[src/rtl/counter_pkg.sv]
// Shared encodings for updown_mode_counter: count-mode selects and BCD digit limit.
package counter_pkg;

    localparam int unsigned NIBBLE_W = 4;

    localparam logic [1:0] MODE_BIN = 2'd0;
    localparam logic [1:0] MODE_MOD = 2'd1;
    localparam logic [1:0] MODE_BCD = 2'd2;

    localparam logic [NIBBLE_W-1:0] BCD_MAX_DIGIT = 4'd9;

endpackage

[src/rtl/bcd_digit.sv]
// One BCD digit of the up/down ripple chain: steps when carry_in is high and
// reports carry (up) or borrow (down) to the next digit.
module bcd_digit
    import counter_pkg::*;
(
    input  logic [NIBBLE_W-1:0] digit,
    input  logic                up,
    input  logic                carry_in,
    output logic [NIBBLE_W-1:0] digit_next,
    output logic                carry_out
);

    always_comb begin
        digit_next = digit;
        carry_out  = 1'b0;
        if (carry_in) begin
            if (up) begin
                if (digit >= BCD_MAX_DIGIT) begin
                    digit_next = '0;
                    carry_out  = 1'b1;
                end else begin
                    digit_next = NIBBLE_W'(digit + NIBBLE_W'(1));
                end
            end else begin
                if (digit == '0) begin
                    digit_next = BCD_MAX_DIGIT;
                    carry_out  = 1'b1;
                end else begin
                    digit_next = NIBBLE_W'(digit - NIBBLE_W'(1));
                end
            end
        end
    end

endmodule

[src/rtl/updown_mode_counter.sv]
// Up/down counter with hold, clipped parallel load and binary/modulo/BCD modes.
// Optional step prescaler built when COUNTER_PRESCALE_EN is defined.
module updown_mode_counter
    import counter_pkg::*;
#(
    parameter int unsigned WIDTH    = 8,
    parameter int unsigned PRESCALE = 4
) (
    input  logic             clk,
    input  logic             rst_n,
    input  logic             en,
    input  logic             hold,
    input  logic             up,
    input  logic [1:0]       mode,
    input  logic [WIDTH-1:0] limit,
    input  logic             load,
    input  logic [WIDTH-1:0] load_val,
    input  logic             clr_ovf,
    output logic [WIDTH-1:0] count,
    output logic             wrap,
    output logic             ovf,
    output logic             zero
);

    localparam int unsigned DIGITS = WIDTH / NIBBLE_W;

    if ((WIDTH % NIBBLE_W) != 0 || WIDTH == 0 || PRESCALE == 0) begin : g_cfg_err
        $fatal(1, "updown_mode_counter: WIDTH must be a non-zero multiple of 4 and PRESCALE >= 1");
    end

    logic [WIDTH-1:0] count_q, count_d;
    logic             wrap_q, wrap_d;
    logic             ovf_q, ovf_d;

    logic [WIDTH-1:0] max_c;
    logic [WIDTH-1:0] clip_c;
    logic             over_c;
    logic             tick_c;
    logic [WIDTH-1:0] bcd_next_c;
    logic [DIGITS:0]  bcd_carry_c;

    // Per-mode maximum, out-of-range detect and load clipping
    always_comb begin
        max_c  = '1;
        over_c = 1'b0;
        clip_c = load_val;
        case (mode)
            MODE_MOD: begin
                max_c  = limit;
                over_c = (count_q > limit);
                clip_c = (load_val > limit) ? limit : load_val;
            end
            MODE_BCD: begin
                for (int i = 0; i < int'(DIGITS); i++) begin
                    max_c[i*NIBBLE_W +: NIBBLE_W] = BCD_MAX_DIGIT;
                    if (count_q[i*NIBBLE_W +: NIBBLE_W] > BCD_MAX_DIGIT) begin
                        over_c = 1'b1;
                    end
                    if (load_val[i*NIBBLE_W +: NIBBLE_W] > BCD_MAX_DIGIT) begin
                        clip_c[i*NIBBLE_W +: NIBBLE_W] = BCD_MAX_DIGIT;
                    end
                end
            end
            default: begin
                max_c  = '1;
                over_c = 1'b0;
                clip_c = load_val;
            end
        endcase
    end

    assign bcd_carry_c[0] = 1'b1;

    for (genvar g = 0; g < int'(DIGITS); g++) begin : g_bcd
        bcd_digit u_digit (
            .digit      (count_q[g*NIBBLE_W +: NIBBLE_W]),
            .up         (up),
            .carry_in   (bcd_carry_c[g]),
            .digit_next (bcd_next_c[g*NIBBLE_W +: NIBBLE_W]),
            .carry_out  (bcd_carry_c[g+1])
        );
    end

`ifdef COUNTER_PRESCALE_EN
    localparam int unsigned PS_W = (PRESCALE > 1) ? $clog2(PRESCALE) : 1;

    logic [PS_W-1:0] presc_q, presc_d;

    assign tick_c = (presc_q == PS_W'(PRESCALE - 1));

    // Prescaler advances on en && !hold cycles; a load leaves it untouched
    always_comb begin
        presc_d = presc_q;
        if (!load && en && !hold) begin
            presc_d = tick_c ? '0 : PS_W'(presc_q + PS_W'(1));
        end
    end

    always_ff @(posedge clk) begin
        if (!rst_n) begin
            presc_q <= '0;
        end else begin
            presc_q <= presc_d;
        end
    end
`else
    assign tick_c = 1'b1;
`endif

    // Next count: load > hold > step; wrap flagged on every wraparound step
    always_comb begin
        count_d = count_q;
        wrap_d  = 1'b0;
        ovf_d   = ovf_q;
        if (load) begin
            count_d = clip_c;
        end else if (hold) begin
            count_d = count_q;
        end else if (en && tick_c) begin
            if (over_c) begin
                count_d = up ? '0 : max_c;
                wrap_d  = 1'b1;
            end else if (mode == MODE_BCD) begin
                count_d = bcd_next_c;
                wrap_d  = bcd_carry_c[DIGITS];
            end else if (up) begin
                if (count_q == max_c) begin
                    count_d = '0;
                    wrap_d  = 1'b1;
                end else begin
                    count_d = count_q + WIDTH'(1);
                end
            end else begin
                if (count_q == '0) begin
                    count_d = max_c;
                    wrap_d  = 1'b1;
                end else begin
                    count_d = count_q - WIDTH'(1);
                end
            end
        end
        if (clr_ovf) begin
            ovf_d = 1'b0;
        end
        if (wrap_d) begin
            ovf_d = 1'b1;
        end
    end

    always_ff @(posedge clk) begin
        if (!rst_n) begin
            count_q <= '0;
            wrap_q  <= 1'b0;
            ovf_q   <= 1'b0;
        end else begin
            count_q <= count_d;
            wrap_q  <= wrap_d;
            ovf_q   <= ovf_d;
        end
    end

    assign count = count_q;
    assign wrap  = wrap_q;
    assign ovf   = ovf_q;
    assign zero  = (count_q == '0);

endmodule
[config.mk]
export PLATFORM = sky130hd
export DESIGN_NAME = updown_mode_counter
export DESIGN_NICKNAME = d
export VERILOG_FILES = /design/src/rtl/counter_pkg.sv /design/src/rtl/bcd_digit.sv /design/src/rtl/updown_mode_counter.sv
export SDC_FILE = /design/constraint.sdc
export NUM_CORES = 1
export LEC_CHECK = 0
export BUFFER_PORTS_ARGS = -buffer_cell sky130_fd_sc_hd__buf_2
export CAP_MARGIN = 10
export CORE_UTILIZATION = 53
export DETAILED_ROUTE_END_ITERATION = 12
export HOLD_SLACK_MARGIN = 0.02
export PLACE_DENSITY = 0.78
export SETUP_SLACK_MARGIN = 0.15
export SYNTH_ARGS = -nofsm -noshare
export SYNTH_HDL_FRONTEND = slang
export SYNTH_SLANG_ARGS = --single-unit
[constraint.sdc]
create_clock -name clk -period 2.4 [get_ports clk]
set_input_delay 0.24 -clock clk [delete_from_list [all_inputs] [get_ports clk]]
set_output_delay 0.24 -clock clk [all_outputs]
set_load 0.1 [all_outputs]
; ---- Yosys cells after proc, flatten, opt, wreduce, memory -nomap -nowiden
; Index checks and enable logic that the tools add are counted.
[op_classes]
n_addsub = 6
order_cmp = 8
n_eq_ne = 5
muxes = 41
reduce_logical = 7
[op_table]
columns = cell, count
row1 = 8-bit two-way mux, 10
row2 = 4-bit two-way mux, 9
row3 = 8-bit one-hot mux with 2 select lines, 2
row4 = 1-bit two-way mux, 19
row5 = "4-bit > comparator, second input constant", 4
row6 = 8-bit > comparator, 2
row7 = "4-bit by 1-bit adder with 4-bit output, second input constant", 2
row8 = "8-bit by 1-bit adder with 8-bit output, second input constant", 1
row9 = 8-bit == test, 1
row10 = "4-bit greater-or-equal comparator, second input constant", 2
row11 = 4-bit zero test, 2
row12 = 8-bit zero test, 1
row13 = "4-bit by 1-bit subtractor with 4-bit output, second input constant", 2
row14 = "8-bit by 1-bit subtractor with 8-bit output, second input constant", 1
row15 = "4-bit by 3-bit inequality test with 1-bit output, second input constant", 1
row16 = 2-bit nonzero test, 2
row17 = 3-bit AND reduction, 1
row18 = "2-bit by 1-bit == test with 1-bit output, second input constant", 1
row19 = "2-bit == test, second input constant", 1
row20 = "2-bit by 1-bit inequality test with 1-bit output, second input constant", 1
row21 = 1-bit one-hot mux with 2 select lines, 1
row22 = 2-bit AND reduction, 1
[totals]
reg_bits = 10
input_bits = 25
output_inout_bits = 11
wordCells = 71

; ---- Depth between registers and ports, before layout
[logic_depth]
depth_word = 11
ltp_mapped = 12
depth_no_buf = 10

; ---- By module
; Synthesis repeated with hierarchy kept, for this count alone.
[unflattened]
hier_cells = 372
hier_area_um2 = 2631.3
[by_module_without_submodules]
columns = module, n_inst, cells_each, area_each_um2, seq_area_each_um2
row1 = updown_mode_counter, 1, 296, 2050.7, 200.2
row2 = bcd_digit, 2, 38, 290.3, 0.0

; ---- Worst setup path after synthesis
; Ideal clock, no wire load.
[synth_path]
path_type = reg-to-reg
startpoint = register count_q[4], in the netlist count[4]
endpoint = register count_q[5], in the netlist count[5]
setup_ps = 77
t_arrival_ps = 3731
required_ps = 2323
path_slack_ps = -1407
stages_incl_launch_ff = 12
n_path_buf = 1
synth_period_minus_slack_ps = 3807
path_cell_list = dfxtp_1 > buf_2 > inv_1 > ha_1 > nor3b_1 > nand3_1 > inv_1 > and3_1 > a211oi_1 > a211oi_1 > or3_1 > a41oi_2
[synth_via]
elab_cells_between_ends = 26
cone_classes = add/sub: 4 / order compare: 3 / eq/ne: 2 / mux: 14 / reduce/logical: 3
[synth_lines]
columns = item, line_no
row1 = from (decl), updown_mode_counter.sv:31  ; logic [WIDTH-1:0] count_q, count_d;
row2 = from (signal assigned), updown_mode_counter.sv:156  ; count_q <= count_d;
row3 = 8-bit zero test, --
row4 = net zero, updown_mode_counter.sv:22  ; output logic zero
row5 = 8-bit two-way mux, updown_mode_counter.sv:134  ; if (count_q == '0) begin
row6 = 8-bit two-way mux, updown_mode_counter.sv:126  ; end else if (up) begin
row7 = 8-bit two-way mux, updown_mode_counter.sv:123  ; end else if (mode == MODE_BCD) begin
row8 = 8-bit two-way mux, updown_mode_counter.sv:120  ; if (over_c) begin
row9 = 8-bit two-way mux, updown_mode_counter.sv:119  ; end else if (en && tick_c) begin
row10 = 8-bit two-way mux, updown_mode_counter.sv:117  ; end else if (hold) begin
row11 = 8-bit two-way mux, updown_mode_counter.sv:115  ; if (load) begin
; The timed path passes the listed nets, and every way through them passes these cells. The select of a mux whose other input is x is not followed.
; A chain may end at the register's enable or synchronous reset.

; ---- Worst setup path after layout
[layout_path]
startpoint = register count_q[1], in the netlist count[1]
endpoint = register count_q[5], in the netlist count[5]
[layout_via]
elab_chain_cells = 8
elab_cells_between_ends = 24
cone_classes = add/sub: 2 / order compare: 3 / eq/ne: 2 / mux: 14 / reduce/logical: 3
[layout_rtl]
columns = item, line_no
row1 = 8-bit by 1-bit subtractor with 8-bit output (tied with other cells), updown_mode_counter.sv:138  ; count_d = count_q - WIDTH'(1);
row2 = 8-bit two-way mux (tied with other cells), updown_mode_counter.sv:134
row3 = 8-bit two-way mux / 1-bit two-way mux (equally long branches), "updown_mode_counter.sv:126, updown_mode_counter.sv:56"
row4 = 8-bit two-way mux / 1-bit one-hot mux with 2 select lines (equally long branches), "updown_mode_counter.sv:123, updown_mode_counter.sv:47"
row5 = 8-bit two-way mux, updown_mode_counter.sv:120
row6 = 8-bit two-way mux, updown_mode_counter.sv:119
row7 = 8-bit two-way mux, updown_mode_counter.sv:117
row8 = 8-bit two-way mux, updown_mode_counter.sv:115
; Several ways; a longest one is shown, not always the timed one. The select of a mux whose other input is x is not followed.

==> reports/qor.yml <==
yosys:
  yosysUniqueCellTypes: 67
  synth_common_cells: "a21oi_1, ha_1, inv_1"
  synthMostInstantiatedCell: "a21oi_1"
  yosysTopAreaCell: "ha_1"
  avgSynthCellArea_um2: 7.07
  ys_warn_count: 0
  yosysSeqAreaShare: 0.0868
  synth_top_family_by_area: "compound AO/OA/AOI/OAI gates"
  synthesis.nets: 376
  synthAdderAreaFrac: 0.136
  synth-simple-area-share: 0.232
  synthXorXnorAreaFrac: 0.0532
  syn_inst: 326
  synth-compound-area-share: 0.387
  yosys-top-cells-area: "ha_1, dfxtp_1, a21oi_1, o21ai_0, inv_1"
  netlist.area_leader.share: 0.136
  synth-seq-cells: 10
  synth_edf_count: 0
  synth_area_mm2: 0.00231
  synthArstFlopShare: 0
  synthFlopType: "dfxtp_1"
  synthMuxAreaShare: 0.0174
timing:
  grt_setup_unrepaired: "yes"
  worst_pin_slew_ns: 0.493
  setup_slack_ns: 0.0944
  fmax_mhz: 434
  fin_skew_ns: 0.00141
  slew_headroom: 0.674
  min_period_ns: 2.31
  setup_viol: 0
  finalHoldViolCount: 0
  slew_viol_final: 0
  period_share: 0.961
placed_design:
  post-place-ws_ns: -0.0967
  globalplace.congestion: 1.06
  dp_hpwl_mm: 6.61
  portBuffers: 35
finish:
  diodes: 0
  seq_area_um2: 220
  drive_gt1_frac: 0.375
  finalCoreUtilization: 0.777
  fillers: 334
  area_growth_syn_to_layout_pct: 37.7
  multi_input_area_mm2: 0.00207
  nets: 456
global_route:
  grt_max_degree: 22
  grt_overflow: 0
  grt_pass1_vias: 2681
  grt_pass1_wl_mm: 13.0
  antenna_found_initial: 0
  grt_usage: 0.376
clocking:
  cts_tree: "built"
  clk_pin_slew_ns: 0.05
  cts_root_buffer: "clkbuf_8"
  htreeDepth: 1
  cts_buffer_depth: 2
  hold_buffers: 0
  worstSkewPairLatency_ns: 0.24
  cts_buffers: 3
  clock_sinks: 10
hold_path:
  hp-class: "primary input to flop"
  min_path_cells: 3
  min_to: "ovf"
  holdCritStartpoint: "clr_ovf"
route:
  ant_nets: 0
  postRouteWirelength_mm: 8.48
  vias: 3021
  viasPerCell: 6.64
  dr.pass1.iters: 5
  drtIter0Drc: 307
  wl_per_cell_um: 18.6
  drc_errors: 0
setup_path:
  r2r_end: "count[5]"
  endpoint_kind: "flop"
  arrival_ns: 2.46
  cp-startpoint: "count[1]"
  path_max_fanout: 3
  r2r_setup_slack_ns: 0.09
  crit_path_start_kind: "flop"
  worstSetupPathType: "flop to flop"
  regToRegStartpoint: "count[1]"
  worstRegToRegCells: 10
  cp.required_ns: 2.56
die:
  core_area_mm2: 0.00409
  num_rows: 23
  io-pin-count: 36
  initial_utilization: 0.564
  die_w_um: 68.0
  die-area_mm2: 0.00462
  die_y_um: 68.0
pwr:
  powerDensity_mw_per_mm2: 453
  power.leakage_uw: 0.00139
  ir_drop_uv: 211
outcome:
  status: "complete, no violations"
run:
  drv_cap: 0
cell families (layout without fill, tap and decap cells):
kind of cell    Yosys count  in the layout
flops                    10             10
simple gates             99             99
fa+ha+maj                25             25
xor+xnor                 14             14
mux                       4              4
compound gates          128            128
buf+inv                  46            125
flip-flops by register name (all words and copies together) (netlist names):
name	count
ovf	1
count	8
wrap	1
per-stage QoR:
step	hold WS, ns	cells	cell area (um^2)	power [uW]	TNS [ns]
after CTS	0.267	448	3040	1360	0
after detailed placement	0.474	439	2920	1120	-0.103
final	0.268	455	3180	1440	0
after global routing	0.273	455	3180	1520	0
after global placement	0.467	439	2920	1100	-0.0171
after floorplan	0.420	326	2430	860	-0.827
where the power goes:
part           internal (uW)  switching, uW
Sequential               185           35.8
Combinational            417            590
Clock                    144           65.8
placed cells by master (no fill, tap or decap), types with 5 or more instances in the layout:
master     n
buf_2     34
a21oi_1   30
ha_1      20
o211ai_1   7
a31oi_1    5
o21ai_0   17
nand2_1   22
buf_4     57
xnor2_1    8
inv_1     19
nand3_1   11
xor2_1     5
nor2_1    19
nand4_1    9
final cells by class:
cell class,instances,share of cell area
Clock buffer,4,0.0173
Inverter,25,0.0339
Multi-Input combinational cell,270,0.652
Sequential cell,10,0.0693
Tap cell,50,0.0197
Timing Repair Buffer,96,0.208
metal layers:
metal	routed length, um	part of all wire	vias up	GRT usage
li1	-	-	1407	-
met3	778	0.092	51	0.0467
met1	3430	0.41	1379	0.473
met4	358	0.042	0	0.143
met2	3910	0.46	184	0.645
met5	0	0	-	0
how the worst max path moves through the flow:
stage	to	slack (ns)
finish	count[5]	0.09
global route	count[2]	0.04
CTS	count[5]	0.14
detailed placement	count[5]	-0.1
global placement	count[5]	-0.02
floorplan	count[5]	-0.38
worst max-delay path, cell delays in order, from the launching register on:
cell and delay, ns:
dfxtp_4 0.35, inv_2 0.04, ha_1 0.19, o21bai_1 0.29, a32oi_1 0.12, buf_4 0.16, a21oi_2 0.17, o211ai_1 0.18
buf_4 0.19, or3_1 0.36, a41oi_2 0.18
timing repair:
| item | 4_1_cts | 5_1_grt |
|---|---|---|
| pin swaps | 10 | 5 |
| buffers inserted | 5 | 7 |
| gates resized for setup | 9 | 16 |
| setup endpoints to repair | 2 | 9 |
No activity file was read; power rests on OpenSTA's default activity.
